File: config.mk
export PLATFORM = sky130hd
export DESIGN_NAME = issue_ctrl_flat
export DESIGN_NICKNAME = d
export VERILOG_FILES = /design/src/rtl/issue_ctrl_if.sv /design/src/rtl/issue_ctrl.sv /design/src/flat_wrapper.sv
export SDC_FILE = /design/constraint.sdc
export NUM_CORES = 1
export LEC_CHECK = 0
export CELL_PAD_IN_SITES_DETAIL_PLACEMENT = 0
export CELL_PAD_IN_SITES_GLOBAL_PLACEMENT = 1
export CORE_UTILIZATION = 29
export DETAILED_ROUTE_END_ITERATION = 16
export GPL_TIMING_DRIVEN = 0
export PLACE_DENSITY = 0.88
export SLEW_MARGIN = 0
export SYNTH_ARGS = -nofsm -noshare
export SYNTH_HDL_FRONTEND = slang
export SYNTH_SLANG_ARGS = --single-unit
File: constraint.sdc
create_clock -name clk -period 5.9 [get_ports clk]
set_clock_uncertainty 0.2 [all_clocks]
set_input_delay 0.885 -clock clk [delete_from_list [all_inputs] [get_ports clk]]
set_output_delay 0.885 -clock clk [all_outputs]
set_load 0.05 [all_outputs]
File: src/rtl/issue_ctrl_if.sv
// Bundle of decode, scoreboard and execute signals around the dual-issue stage.
// master = environment (decode/scoreboard/execute), slave = issue_ctrl.
interface issue_ctrl_if #(
  parameter int AW    = 5,
  parameter int POS_W = 8,
  parameter int LW    = $clog2(POS_W)
);
  logic                    flush;
  logic                    in_valid;
  logic                    in_ready;
  logic [1:0]              in_slot_v;
  logic [3:0][AW-1:0]      in_src;
  logic [1:0][AW-1:0]      in_dst;
  logic [1:0]              in_dst_wen;
  logic [1:0][LW-1:0]      in_lat;
  logic [3:0][AW-1:0]      sb_rd_addr;
  logic [3:0][POS_W-1:0]   sb_rd_pos;
  logic [1:0]              sb_wr_ena;
  logic [1:0][AW-1:0]      sb_wr_addr;
  logic [1:0][POS_W-1:0]   sb_wr_pos;
  logic [1:0]              iss_valid;
  logic                    iss_ready;
  logic [3:0][AW-1:0]      iss_src;
  logic [1:0][AW-1:0]      iss_dst;
  logic [3:0]              iss_fwd;

  modport master (
    output flush, in_valid, in_slot_v, in_src, in_dst, in_dst_wen, in_lat,
    output sb_rd_pos, iss_ready,
    input  in_ready, sb_rd_addr, sb_wr_ena, sb_wr_addr, sb_wr_pos,
    input  iss_valid, iss_src, iss_dst, iss_fwd
  );

  modport slave (
    input  flush, in_valid, in_slot_v, in_src, in_dst, in_dst_wen, in_lat,
    input  sb_rd_pos, iss_ready,
    output in_ready, sb_rd_addr, sb_wr_ena, sb_wr_addr, sb_wr_pos,
    output iss_valid, iss_src, iss_dst, iss_fwd
  );
endinterface

File: src/rtl/issue_ctrl.sv
// Dual-issue in-order issue stage: buffers one decoded pair, checks operands
// against scoreboard position vectors, issues slot 0 then slot 1, and writes
// result timing back to the scoreboard for every issued slot.
module issue_ctrl #(
  parameter int AW        = 5,
  parameter int POS_W     = 8,
  parameter int FWD_DEPTH = 1
) (
  input  logic        clk,
  input  logic        rst_n,
  issue_ctrl_if.slave bus
);
  localparam int LW = $clog2(POS_W);

  typedef enum logic [1:0] {EMPTY = 2'd0, FULL = 2'd1, HALF = 2'd2} state_t;

  state_t             state_reg, state_next;
  logic               v1_reg;
  logic [3:0][AW-1:0] src_reg;
  logic [1:0][AW-1:0] dst_reg;
  logic [1:0]         wen_reg;
  logic [1:0][LW-1:0] lat_reg;

  logic [3:0] rdy;
  logic [3:0] pos_nz;
  logic       hold0, hold1, go, raw, waw;
  logic [1:0] iss;
  logic       in_ready_c, load;

  // Per-operand readiness: r0 is always ready, others once the result is
  // close enough to be caught on the bypass network.
  for (genvar gi = 0; gi < 4; gi++) begin : g_opnd
    assign rdy[gi]    = (src_reg[gi] == '0) || ((bus.sb_rd_pos[gi] >> FWD_DEPTH) == '0);
    assign pos_nz[gi] = (src_reg[gi] != '0) && (bus.sb_rd_pos[gi] != '0);
  end

  assign hold0 = (state_reg == FULL);
  assign hold1 = (state_reg == HALF) || ((state_reg == FULL) && v1_reg);
  assign go    = bus.iss_ready && !bus.flush;

  // Intra-pair hazards only matter when both slots try to go together.
  assign raw = wen_reg[0] && (dst_reg[0] != '0) &&
               ((src_reg[2] == dst_reg[0]) || (src_reg[3] == dst_reg[0]));
  assign waw = wen_reg[0] && wen_reg[1] && (dst_reg[0] != '0) && (dst_reg[0] == dst_reg[1]);

  assign iss[0] = hold0 && rdy[0] && rdy[1] && go;
  assign iss[1] = hold1 && rdy[2] && rdy[3] && go &&
                  ((state_reg == HALF) || (iss[0] && !raw && !waw));

  assign in_ready_c = !bus.flush &&
                      ((state_reg == EMPTY) || ((!hold0 || iss[0]) && (!hold1 || iss[1])));
  // A pair without a valid slot 0 carries nothing and is dropped.
  assign load = bus.in_valid && in_ready_c && bus.in_slot_v[0];

  // State register.
  always_ff @(posedge clk or negedge rst_n) begin
    if (!rst_n) state_reg <= EMPTY;
    else        state_reg <= state_next;
  end

  // Next-state logic: flush wins, then a new pair, then issue progress.
  always_comb begin
    state_next = state_reg;
    if (bus.flush)                                  state_next = EMPTY;
    else if (load)                                  state_next = FULL;
    else if (state_reg == FULL && iss[0])           state_next = (hold1 && !iss[1]) ? HALF : EMPTY;
    else if (state_reg == HALF && iss[1])           state_next = EMPTY;
  end

  // Output logic: issue strobes, scoreboard writes, bypass selects, ready.
  always_comb begin
    bus.iss_valid  = iss;
    bus.in_ready   = in_ready_c;
    bus.sb_wr_ena  = '0;
    bus.sb_wr_addr = '0;
    bus.sb_wr_pos  = '0;
    bus.iss_fwd    = '0;
    for (int i = 0; i < 2; i++) begin
      if (iss[i]) begin
        bus.sb_wr_ena[i]    = wen_reg[i] && (dst_reg[i] != '0);
        bus.sb_wr_addr[i]   = dst_reg[i];
        bus.sb_wr_pos[i]    = POS_W'(1) << lat_reg[i];
        bus.iss_fwd[2*i]    = pos_nz[2*i];
        bus.iss_fwd[2*i+1]  = pos_nz[2*i+1];
      end
    end
  end

  assign bus.sb_rd_addr = src_reg;
  assign bus.iss_src    = src_reg;
  assign bus.iss_dst    = dst_reg;

  // Instruction buffer: captured on accept; slot1 valid dropped once empty.
  always_ff @(posedge clk or negedge rst_n) begin
    if (!rst_n) begin
      v1_reg  <= 1'b0;
      src_reg <= '0;
      dst_reg <= '0;
      wen_reg <= '0;
      lat_reg <= '0;
    end else if (load) begin
      v1_reg  <= bus.in_slot_v[1];
      src_reg <= bus.in_src;
      dst_reg <= bus.in_dst;
      wen_reg <= bus.in_dst_wen;
      lat_reg <= bus.in_lat;
    end else if (state_next == EMPTY) begin
      v1_reg  <= 1'b0;
    end
  end
endmodule

File: src/flat_wrapper.sv
// flat-port wrapper written by rule: the top's interface ports become plain ports
module issue_ctrl_flat 
#(
  parameter int AW        = 5,
  parameter int POS_W     = 8,
  parameter int FWD_DEPTH = 1
)
  (clk, rst_n, bus_flush, bus_in_valid, bus_in_slot_v, bus_in_src, bus_in_dst, bus_in_dst_wen, bus_in_lat, bus_sb_rd_pos, bus_iss_ready, bus_in_ready, bus_sb_rd_addr, bus_sb_wr_ena, bus_sb_wr_addr, bus_sb_wr_pos, bus_iss_valid, bus_iss_src, bus_iss_dst, bus_iss_fwd);
  issue_ctrl_if #(.AW(AW), .POS_W(POS_W)) bus_i ();
  input  logic clk;
  input  logic rst_n;
  input wire logic [$bits(bus_i.flush)-1:0] bus_flush;
  input wire logic [$bits(bus_i.in_valid)-1:0] bus_in_valid;
  input wire logic [$bits(bus_i.in_slot_v)-1:0] bus_in_slot_v;
  input wire logic [$bits(bus_i.in_src)-1:0] bus_in_src;
  input wire logic [$bits(bus_i.in_dst)-1:0] bus_in_dst;
  input wire logic [$bits(bus_i.in_dst_wen)-1:0] bus_in_dst_wen;
  input wire logic [$bits(bus_i.in_lat)-1:0] bus_in_lat;
  input wire logic [$bits(bus_i.sb_rd_pos)-1:0] bus_sb_rd_pos;
  input wire logic [$bits(bus_i.iss_ready)-1:0] bus_iss_ready;
  output wire logic [$bits(bus_i.in_ready)-1:0] bus_in_ready;
  output wire logic [$bits(bus_i.sb_rd_addr)-1:0] bus_sb_rd_addr;
  output wire logic [$bits(bus_i.sb_wr_ena)-1:0] bus_sb_wr_ena;
  output wire logic [$bits(bus_i.sb_wr_addr)-1:0] bus_sb_wr_addr;
  output wire logic [$bits(bus_i.sb_wr_pos)-1:0] bus_sb_wr_pos;
  output wire logic [$bits(bus_i.iss_valid)-1:0] bus_iss_valid;
  output wire logic [$bits(bus_i.iss_src)-1:0] bus_iss_src;
  output wire logic [$bits(bus_i.iss_dst)-1:0] bus_iss_dst;
  output wire logic [$bits(bus_i.iss_fwd)-1:0] bus_iss_fwd;
  assign bus_i.flush = bus_flush;
  assign bus_i.in_valid = bus_in_valid;
  assign bus_i.in_slot_v = bus_in_slot_v;
  assign bus_i.in_src = bus_in_src;
  assign bus_i.in_dst = bus_in_dst;
  assign bus_i.in_dst_wen = bus_in_dst_wen;
  assign bus_i.in_lat = bus_in_lat;
  assign bus_i.sb_rd_pos = bus_sb_rd_pos;
  assign bus_i.iss_ready = bus_iss_ready;
  assign bus_in_ready = bus_i.in_ready;
  assign bus_sb_rd_addr = bus_i.sb_rd_addr;
  assign bus_sb_wr_ena = bus_i.sb_wr_ena;
  assign bus_sb_wr_addr = bus_i.sb_wr_addr;
  assign bus_sb_wr_pos = bus_i.sb_wr_pos;
  assign bus_iss_valid = bus_i.iss_valid;
  assign bus_iss_src = bus_i.iss_src;
  assign bus_iss_dst = bus_i.iss_dst;
  assign bus_iss_fwd = bus_i.iss_fwd;
  issue_ctrl #(.AW(AW), .POS_W(POS_W), .FWD_DEPTH(FWD_DEPTH)) u_core (.clk(clk), .rst_n(rst_n), .bus(bus_i));
endmodule
==> results of run 1 <==
[metal layers]
metal / track usage (%) / share of wire, % / up-vias
met5: 0 / 0 / -
met4: 3.10 / 0.86 / 0
met3: 3.90 / 4.8 / 7
met2: 29.9 / 51 / 80
met1: 21.9 / 43 / 1151
li1: - / - / 1144
[report_power, final]
| part | leakage (nW) | switching [mW] | internal [mW] |
|---|---|---|---|
| logic | 1.37 | 0.421 | 0.340 |
| clock network | 0.0574 | 0.103 | 0.138 |
| registers | 0.492 | 0.0894 | 0.343 |
| total | 1.92 | 0.613 | 0.822 |
[critical path, stage by stage]
cell and delay, ps:
clkdlybuf4s50_1 400, nor4_1 290, nand2_1 140, a2111oi_1 750, nand2_1 340, nor2_1 280, clkbuf_1 300, and4b_1 240
clkdlybuf4s50_1 810
[worst max-delay path by stage]
stage	from	endpoint	slack, ps	cells past startpoint
6_report	bus_sb_rd_pos[27]	bus_sb_wr_pos[13]	380	9
2_1_floorplan	bus_sb_rd_pos[3]	bus_sb_wr_pos[9]	450	7
5_1_grt	bus_sb_rd_pos[27]	bus_sb_wr_ena[1]	120	9
4_1_cts	bus_sb_rd_pos[3]	bus_sb_wr_pos[13]	220	10
3_5_place_dp	bus_sb_rd_pos[3]	bus_sb_wr_pos[13]	230	10
3_3_place_gp	bus_sb_rd_pos[3]	bus_sb_wr_pos[13]	320	10
[kinds of logic (layout without fill, tap and decap cells)]
group                  count (synthesis)  after routing
AO/OA/AOI/OAI                         21             21
AND/OR/NAND/NOR                       84             84
flip-flops                            41             41
buffers and inverters                 32            202
multiplexers                          39             39
XOR/XNOR                              15             15
[layout by cell type, fill, tap and decap left out, types with 3 or more instances in the layout]
cell,count
clkdlybuf4s50_1,160
dfrtp_1,41
mux2_4,38
buf_4,20
nor2_1,16
nor3_1,12
nand2_1,12
xor2_1,12
and2_1,12
nor4_1,6
clkbuf_8,6
inv_1,4
a21oi_1,4
clkbuf_1,4
buf_6,4
or4_1,3
xnor2_1,3
nand3_1,3
nand2b_1,3
o21ai_0,3
[layout make-up]
type                       instances  share of cell area, %
tap                              108                   3.01
clock inverter                     2                  0.836
buffer                            28                   4.68
clock buffer                       6                   1.84
timing repair buffer             162                   36.2
inverter                           4                  0.334
sequential                        41                   22.9
multi-input combinational        159                   30.2
[through the flow]
step	worst slack (ps)	power (mW)	utilization (%)	instance area, um2
global placement	322	1.19	49.9	4350
finish	384	1.43	51.5	4490
detailed placement	232	1.20	50.0	4360
global route	118	1.51	51.5	4490
CTS	215	1.45	51.4	4480
floorplan	450	0.930	-	2600
==> impl_metrics.ini, run 1 <==
[synth]
yosys_warnings = 0
synth_cell_types = 44
synth_top_area_share_pct = 39.4
synth_area_mm2 = 0.00260
yosys.area_share.simple_pct = 18.6
ys_seq_area_share_pct = 39.4
synth_fp_nets = 309
synth_seq_cells = 41
yosys.area.top_type = dfrtp_1
synthAdderAreaFrac_pct = 0
synth.area.mux_share_pct = 22.4
async_flop_share_pct = 100
synth_flop_cell = dfrtp_1
synth_xor_area_share_pct = 5.05
synth_compound_area_share_pct = 5.91
synth.area.top_cells = dfrtp_1 (39%), mux2_4 (22%), buf_4 (5.8%)
yosysMostFrequentCell = dfrtp_1
avgSynthCellArea_um2 = 11.2
synthTopCellsByCount = dfrtp_1 (41), mux2_4 (38), buf_4 (20), nor2_1 (16)
netlist_instances = 232
synth_top_family_by_area = multiplexers
synth-edff-count = 0

[setup_path]
timing.rr.end = u_core.bus.iss_src[2]
critPathArrivalTime_ps = 4430
crit_path_max_fanout = 10
start_kind = primary input
r2r_start = u_core.state_reg[1]
path_class = primary input to output pin
reg2reg_slack_ps = 2840
rr_worst_depth = 8
cp.required_ps = 4820
end_kind = output pin

[routing]
vias = 2382
drt_pass1_iterations = 4
drc = 0
drtIter0Drc = 33
ant_nets = 0
wl_mm = 7.87
routedWlPerCell_um = 15.4
viasPerCell = 4.67

[global_route]
grtUsageTotal_pct = 17.2
grt.overflow.total = 0
grt_pass1_wl_mm = 12.9
antenna_found_initial = 0
grt_pass1_vias = 2400
grt_max_degree = 32

[job]
maxCapViolCount = 0

[cells_and_area]
multi_input_area_mm2 = 0.00136
n_antenna_cell = 0
regArea_mm2 = 0.00103
fill_cells = 813
largest_reg_flops = 20
area_growth_pct = 72.5
fin_cells = 510
drive_above_1_share_pct = 19.2
finish.net_count = 478

[timing]
holdWs_ps = 253
setup-violations-final = 0
slew_violations = 0
max_freq_ghz = 0.181
finalCritPeriodShare_pct = 93.5
hold_violations = 0
tns_ps = 0
relSlewSlack_pct = 49.8
rsz0062_at_grt = false
timing.final.crit_period_ps = 5520
tightest_slew_ps = 751

[placement]
port_buffers = 161
gp_congestion = 0.803
dp_hpwl_mm = 6.32
dp.cells = 502

[clocking]
htree_levels = 2
cts.sinks = 41
holdBufCountCts = 0
root_buffer = clkbuf_8
cts_tree = done
post_cts_buffers = 0
clkTransAtPathRegs_ps = 90
cts_made_buffers = 5
clockBufferDepth = 2
clk_latency_ps = 290
cts_resized = 0

[floorplan]
start_util_pct = 29.8
dieArea_mm2 = 0.00936
fp-row-count = 34
fp.dieH_um = 96.7
die_w_um = 96.7
io-pin-count = 162
coreArea_mm2 = 0.00872

[power]
leakage_nw = 1.92
peakVddDrop_mv = 0.222
power_density_mw_per_mm2 = 319

[hold_path]
holdCritPathClass = primary input to asynchronous set/reset pin

[run_status]
outcome = completed
(Power assumes the default switching activity.)
==> run 2, diff against run 1 <==
--- a/config.mk
+++ b/config.mk
@@ -5,12 +5,12 @@
 export SDC_FILE = /design/constraint.sdc
 export NUM_CORES = 1
 export LEC_CHECK = 0
-export CELL_PAD_IN_SITES_DETAIL_PLACEMENT = 0
-export CELL_PAD_IN_SITES_GLOBAL_PLACEMENT = 1
-export CORE_UTILIZATION = 29
+export CELL_PAD_IN_SITES_DETAIL_PLACEMENT = 1
+export CELL_PAD_IN_SITES_GLOBAL_PLACEMENT = 2
+export CORE_UTILIZATION = 23
 export DETAILED_ROUTE_END_ITERATION = 16
 export GPL_TIMING_DRIVEN = 0
-export PLACE_DENSITY = 0.88
+export PLACE_DENSITY = 0.89
 export SLEW_MARGIN = 0
 export SYNTH_ARGS = -nofsm -noshare
 export SYNTH_HDL_FRONTEND = slang
==> impl_metrics.ini, run 2 (synthesized netlist as in run 1, its figures left out) <==
[setup_path]
reg2reg_slack_ps = 2770
crit_start = bus_sb_rd_pos[27]
critPathArrivalTime_ps = 4460
path_class = primary input to output pin
crit_path_max_fanout = 10
r2r_start = u_core.bus.iss_src[3]
cp.required_ps = 4820
end_kind = output pin
start_kind = primary input

[clocking]
cts.sinks = 41
cts_tree = done
cts_made_buffers = 5
clk_latency_ps = 280
clockBufferDepth = 2
root_buffer = clkbuf_16
htree_levels = 2
post_cts_buffers = 0
clkTransAtPathRegs_ps = 60

[placement]
port_buffers = 161
gp_congestion = 0.773
dp_hpwl_mm = 7.50

[power]
peakVddDrop_mv = 0.162
leakage_nw = 1.93
power_density_mw_per_mm2 = 325

[global_route]
grtUsageTotal_pct = 15.8
grt.overflow.total = 0
antenna_found_initial = 0
grt_max_degree = 25
grt_pass1_vias = 2761
grt_pass1_wl_mm = 14.1

[routing]
drtIter0Drc = 38
ant_nets = 0
drc = 0
wl_mm = 9.26
vias = 2437
routedWlPerCell_um = 17.1
viasPerCell = 4.50
drt_pass1_iterations = 4

[job]
maxCapViolCount = 0

[hold_path]
holdCritPathClass = register to register
worstHoldStart = u_core.wen_reg[0]

[cells_and_area]
drive_above_1_share_pct = 18.9
final_common_cell = clkdlybuf4s50_1
final_cell_mix = clkdlybuf4s50_1 (160), dfrtp_1 (41), mux2_4 (38)
largest_reg_flops = 20
area_growth_pct = 75.0
n_antenna_cell = 0
finish.net_count = 478

[timing]
slew_violations = 0
rsz0062_at_grt = false
tightest_slew_ps = 764
relSlewSlack_pct = 48.9
tns_ps = 0
setup-violations-final = 0
finalCritPeriodShare_pct = 93.9
timing.final.crit_period_ps = 5540
holdWs_ps = 312
hold_violations = 0
max_freq_ghz = 0.180

[floorplan]
dieArea_mm2 = 0.0117
io-pin-count = 162
coreArea_mm2 = 0.0109
die_w_um = 108
fp.dieH_um = 108
start_util_pct = 23.8
fp-row-count = 38

[run_status]
outcome = completed
run 2: changes by cell type in the layout (fill, tap and decap cells not counted), sizes merged:
cell      previous run  this run
bufinv               1         0
clkinvlp             1         2
run 2: layer usage:
layer  global-route usage (%)  routed length [um]
met5                        0                   0
met4                     4.44                 143
met3                     3.74                 656
met2                     28.1                4580
met1                     18.8                3880
run 2: per-stage QoR:
step                      utilization, %  cell area (um2)  total power, mW  instances  setup slack [ps]
after floorplan                        -             2600            0.930        232               450
after global placement              40.1             4390             1.20        533               196
after detailed placement            40.3             4400             1.22        534               179
after CTS                           41.6             4550             1.50        542               173
after global routing                41.6             4550             1.54        542              61.4
final                               41.6             4550             1.48        542               358
run 2: area by class of cell:
class	count	area (um2)
multi-input combinational	159	1360
timing repair buffer	162	1630
sequential	41	1030
clock buffer	6	129
clock inverter	2	15.0
inverter	4	15.0
buffer	28	210
tap	140	175
fill	1241	6380
run 2: timing repair:
action                                  CTS  global route
endpoints found under the setup margin    0             9
resized for setup                         0             1
hold buffers                              0             0
run 2: worst paths after layout:
path	to	cells after the start
hold / removal	u_core.wen_reg[0]	1
hold reg to reg	u_core.wen_reg[0]	1
min in group asynchronous	u_core.lat_reg[5]	1
setup reg to reg	u_core.lat_reg[0]	8
setup / recovery	bus_sb_wr_pos[14]	9
max in group asynchronous	u_core.bus.iss_src[10]	2
run 2: power by group:
group	total [mW]	switching (mW)	leakage, nW	internal, mW
clock	0.271	0.114	0.0631	0.157
sequential	0.436	0.0924	0.492	0.344
combinational	0.771	0.430	1.37	0.341
total	1.48	0.637	1.93	0.841
run 2: critical path, cell delays in order:
cell             delay, ps
clkdlybuf4s50_1        410
nor4_1                 300
nand2_1                120
a2111oi_1              750
nand2_1                330
nor2_1                 250
clkbuf_1               340
and4b_1                260
clkdlybuf4s50_1        800
==> variant 1, RTL diff (settings of run 1) <==
`POS_W` is set to 8 in 3 places; all go to 4.
--- a/src/rtl/issue_ctrl_if.sv
+++ b/src/rtl/issue_ctrl_if.sv
@@ -2,7 +2,7 @@
 // master = environment (decode/scoreboard/execute), slave = issue_ctrl.
 interface issue_ctrl_if #(
   parameter int AW    = 5,
-  parameter int POS_W = 8,
+  parameter int POS_W = 4,
   parameter int LW    = $clog2(POS_W)
 );
   logic                    flush;
--- a/src/rtl/issue_ctrl.sv
+++ b/src/rtl/issue_ctrl.sv
@@ -3,7 +3,7 @@
 // result timing back to the scoreboard for every issued slot.
 module issue_ctrl #(
   parameter int AW        = 5,
-  parameter int POS_W     = 8,
+  parameter int POS_W     = 4,
   parameter int FWD_DEPTH = 1
 ) (
   input  logic        clk,
--- a/src/flat_wrapper.sv
+++ b/src/flat_wrapper.sv
@@ -2,7 +2,7 @@
 module issue_ctrl_flat 
 #(
   parameter int AW        = 5,
-  parameter int POS_W     = 8,
+  parameter int POS_W     = 4,
   parameter int FWD_DEPTH = 1
 )
   (clk, rst_n, bus_flush, bus_in_valid, bus_in_slot_v, bus_in_src, bus_in_dst, bus_in_dst_wen, bus_in_lat, bus_sb_rd_pos, bus_iss_ready, bus_in_ready, bus_sb_rd_addr, bus_sb_wr_ena, bus_sb_wr_addr, bus_sb_wr_pos, bus_iss_valid, bus_iss_src, bus_iss_dst, bus_iss_fwd);
Interface: changed (resized bus_in_lat, bus_sb_rd_pos and bus_sb_wr_pos); port bits go from 162 to 136. The function was not compared with the original's and may differ.
==> variant 1 against run 1 <==
Final area is 13% lower; wire length fell by 13%; critical path depth down 2; first-iteration DRC count grew 130%; setup slack improved by 630 ps; largest power group unchanged; sequential cell count shrank 2; area after synthesis decreased by 13%; combinational power shrank 6.6%; total power is 4.3% lower.
==> variant 1: results (changes against run 1) <==
stage	metric	value	unit	change
routing	drt_iter0_drc	77		+130%
routing	routedWlPerCell	15.4	um	-0.45%
clock_network	ctsResizeCount	0		unchanged
hold_path	hp-class	in -> async		
synth	syn_nets	264		-15%
global_routing	grt_pass1_wl	11.2	mm	-13%
layout	antenna_cells	0		unchanged
clock_network	postCtsSetupRepairBufs	0		unchanged
worst_setup_path	arrival	3800	ps	-630 ps
place	portBuffers	135		-16%
power	ir_worst_vdd	0.172	mV	-23%
synth	yosysSeqAreaShare	0.430		+0.0362
place	placed_area	3760	um2	-14%
synth	synth_compound_area_frac	0.0613		+0.00212
layout	drive_gt1_frac	0.183		-0.00816
synth	synthMuxAreaShare	0.183		-0.0403
global_routing	grt.total_usage	0.172		+0.000249
status	status	finished, final reports clean		
worst_setup_path	crit_family	buffers and inverters		
synth	netlist-cell-type-count	41		-6.8%
global_routing	grt_antenna_before_repair	0		unchanged
routing	drt_first_pass_iters	4		unchanged
synth	synth_warnings	0		unchanged
layout	fin_nets	407		-15%
worst_setup_path	cp_max_fo	10		unchanged
routing	vias_per_cell	4.57		-2.2%
place	place_congestion	0.775		-3.5%
synth	yosys-top-cells-area	dfrtp_1, mux2_2, buf_4, xor2_1, mux2_1		
clock_network	cts_made_buffers	5		unchanged
clock_network	cts.clk_slew.worst_paths	80	ps	
clock_network	clk_latency	290	ps	about the same
synth	synth-xor-area-share	0.0579		+0.00747
global_routing	grt_pass1_vias	2229		-7.1%
timing	max_slew_margin	0.594		+0.0954
power	intPower	0.789	mW	-3.9%
synth	synth_common_cells	dfrtp_1, mux2_2, buf_4		
clock_network	cts_buffer_depth	2		unchanged
synth	synth_edf_count	0		unchanged
global_routing	grt_start_max_net_pins	36		+13%
worst_setup_path	slowest_delay	860	ps	+50 ps
power	p_leak	1.52	nW	-21%
clock_network	htreeDepth	2		unchanged
place	dpl.hpwl	5.45	mm	-14%
[variant 1: cell types whose count changed after synthesis, moves of 4 or more]
cell,change
nor3b_1,+4
mux2_4,-38
and2_1,-5
mux2_2,+28
mux2_1,+7
nand2_1,-7
nor2_1,-11
[variant 1: worst reg2reg max path: cells and delay by family (launching register included)]
kind / cells / cell delay (ps)
mux: 1 / 330
compound gates: 2 / 780
flops: 1 / 440
buf+inv: 2 / 380
simple gates: 3 / 1230
[variant 1: cell type report]
class | instances | area [um2]
tap | 99 | 124
inverter | 3 | 11.3
sequential | 39 | 976
multi-input combinational | 132 | 1070
clock inverter | 2 | 60.1
clock buffer | 6 | 72.6
fill | 666 | 3520
timing repair buffer | 136 | 1370
buffer | 31 | 214
[variant 1: metal layers]
layer / wire (um) / GRT usage / up-vias
li1: - / - / 1006
met2: 3590 / 0.319 / 57
met3: 373 / 0.0396 / 6
met1: 2870 / 0.199 / 978
met5: 0 / 0 / -
met4: 51 / 0.0390 / 0
[variant 1: stage by stage]
stage               setup WS, ps  cells
floorplan                   1270    205
global route                 827    448
detailed placement           983    440
CTS                          984    448
finish                      1020    448
global placement            1040    439
[variant 1: cell families (layout without fill, tap and decap cells)]
family,Yosys count,in the layout
xor+xnor,15,15
compound gates,20,20
mux,37,37
simple gates,60,60
flops,39,39
buf+inv,34,178
[variant 1: path summary, 6_finish.rpt]
check	from	end	slack (ps)	cells past startpoint
setup / recovery	bus_sb_rd_pos[2]	bus_sb_wr_ena[1]	1020	7
hold / removal	rst_n	u_core.bus.iss_dst[0]	210	1
setup reg to reg	u_core.bus.iss_src[10]	u_core.bus.iss_src[16]	2410	8
hold reg to reg	u_core.wen_reg[0]	u_core.wen_reg[0]	320	1
max in group asynchronous	rst_n	u_core.bus.iss_dst[8]	4880	2
min in group clk	u_core.wen_reg[0]	u_core.wen_reg[0]	320	1
[variant 1: power groups by stage]
stage / Clock, mW / Sequential (mW) / Combinational (mW)
after detailed placement: 0 / 0.402 / 0.716
after floorplan: 0 / 0.559 / 0.304
final: 0.267 / 0.395 / 0.711
after global placement: 0 / 0.398 / 0.707
after global routing: 0.282 / 0.409 / 0.744
after CTS: 0.272 / 0.397 / 0.718
==> variant 2, RTL diff (config.mk and constraints of run 1) <==
Made on the original files. Make the reset (`rst_n`) synchronous in 2 clocked blocks.
--- a/src/rtl/issue_ctrl.sv
+++ b/src/rtl/issue_ctrl.sv
@@ -53,7 +53,7 @@
   assign load = bus.in_valid && in_ready_c && bus.in_slot_v[0];
 
   // State register.
-  always_ff @(posedge clk or negedge rst_n) begin
+  always_ff @(posedge clk) begin
     if (!rst_n) state_reg <= EMPTY;
     else        state_reg <= state_next;
   end
@@ -91,7 +91,7 @@
   assign bus.iss_dst    = dst_reg;
 
   // Instruction buffer: captured on accept; slot1 valid dropped once empty.
-  always_ff @(posedge clk or negedge rst_n) begin
+  always_ff @(posedge clk) begin
     if (!rst_n) begin
       v1_reg  <= 1'b0;
       src_reg <= '0;
Behaviour: differs if rst_n is asserted again (counterexample within 4 cycles, from zero or initial values and one cycle with rst_n low); with rst_n held inactive, the same outputs for 10 cycles.
==> variant 2 against run 1 <==
Wire length is 1.0% higher; area after synthesis is 5.8% lower; final cell count is 6.9% higher; setup slack better by 150 ps; via count is 5.8% higher; highest routed layer unchanged; register-to-register slack better by 220 ps; sequential cell count stayed put; final area is 4.0% lower.
Power is not compared: it rests on default switching activity, and its combinational part moved more than twofold at a synthesized area within 25%.
==> variant 2: results (changes against run 1) <==
stage	metric	value	unit	change
routing	routedWlPerCell	14.6	um	-5.4%
synth	synth_common_cells	dfxtp_1, nor2b_1, mux2i_1		
status	status	finished, final reports clean		
worst_setup_path	ff2ff_path_depth	9		+1
global_routing	grt.total_usage	0.180		+0.00793
place	dpl.hpwl	6.31	mm	-0.22%
synth	async_flop_share	0		-1.00
global_routing	grt_pass1_wl	12.2	mm	-5.4%
worst_setup_path	r2r-start	u_core.bus.iss_dst[1]		
worst_setup_path	r2r_slack	3060	ps	+220 ps
hold_path	hp-class	reg -> reg		
place	dp.cells	537		+7.0%
place	dpl_worst_slack	514	ps	+282 ps
global_routing	grt_pass1_vias	2433		+1.4%
synth	yosysTopAreaCellShare	0.335		-0.0595
synth	yosys-top-cells-area	dfxtp_1, mux2i_1, nor2b_1, buf_4, xnor2_1		
worst_setup_path	slowest_delay	840	ps	+30 ps
worst_setup_path	r2r-end	u_core.bus.iss_src[0]		
routing	wirelength	7.95	mm	+1.0%
timing	tightestPinTransition	540	ps	-210 ps
synth	netlist-cell-type-count	37		-16%
timing	whs	338	ps	+85.6 ps
routing	vias	2519		+5.8%
worst_setup_path	arrival	4280	ps	-150 ps
layout	fin_nets	516		+7.9%
routing	drt_iter0_drc	36		+9.1%
synth	synth_flop_cell	dfxtp_1		
layout	drive_gt1_frac	0.0909		-0.101
-- variant 2: cell types whose count changed after synthesis, sizes merged, moves of 9 or more --
| cell | before | now |
|---|---|---|
| dfrtp | 41 | 0 |
| xnor2 | 3 | 12 |
| dfxtp | 0 | 41 |
| mux2 | 39 | 0 |
| mux2i | 0 | 38 |
| nor2b | 1 | 41 |
| xor2 | 12 | 3 |
-- variant 2: where the power goes --
| part | leakage [nW] | internal [mW] | switching [mW] |
|---|---|---|---|
| clock network | 0.0585 | 0.127 | 0.107 |
| logic | 1.40 | 0.0985 | 0.0898 |
| registers | 0.333 | 0.286 | 0.0110 |
| total | 1.79 | 0.511 | 0.208 |
-- variant 2: per-layer routing --
metal | vias up | wire length [um] | global-route usage
li1 | 1250 | - | -
met2 | 115 | 3920 | 0.323
met4 | 0 | 114 | 0.0474
met3 | 12 | 675 | 0.0421
met1 | 1142 | 3240 | 0.212
met5 | - | 0 | 0
-- variant 2: through the flow --
| stage | utilization | cell area [um2] |
|---|---|---|
| finish | 0.524 | 4310 |
| global placement | 0.511 | 4200 |
| global route | 0.524 | 4310 |
| floorplan | - | 2450 |
| CTS | 0.524 | 4310 |
| detailed placement | 0.511 | 4200 |
-- variant 2: cells by family (layout without fill, tap and decap cells) --
kind of cell	Yosys count	count (layout)	share of synthesized area
mux	38	38	0.155
flops	41	41	0.335
xor+xnor	15	15	0.0536
compound gates	21	21	0.0724
buf+inv	39	208	0.102
simple gates	117	117	0.282
-- variant 2: worst max-delay path by stage --
stage                      startpoint                end  slack [ps]  cells after the start
global placement    bus_sb_rd_pos[11]  bus_sb_wr_pos[14]         610                     10
detailed placement   bus_sb_rd_pos[3]  bus_sb_wr_pos[11]         510                     10
CTS                  bus_sb_rd_pos[3]  bus_sb_wr_pos[11]         490                     10
floorplan            bus_sb_rd_pos[3]   bus_sb_wr_pos[1]         970                      7
finish               bus_sb_rd_pos[3]  bus_sb_wr_pos[11]         540                     10
global route         bus_sb_rd_pos[3]  bus_sb_wr_pos[11]         270                     10
-- variant 2: layout make-up --
type / count / area share
clock inverters: 3 / 0.0102
plain buffers: 35 / 0.0546
inverters: 4 / 0.00349
repair buffers: 161 / 0.374
flip-flops and latches: 41 / 0.191
clock buffers: 5 / 0.0160
multi-input cells: 191 / 0.321
well taps: 105 / 0.0305
-- variant 2: tightest hold or removal path, delay by kind of cell (launching register included) --
family        cells  cell delay (ps)
flops             1              340
mux               1               70
simple gates      1               90
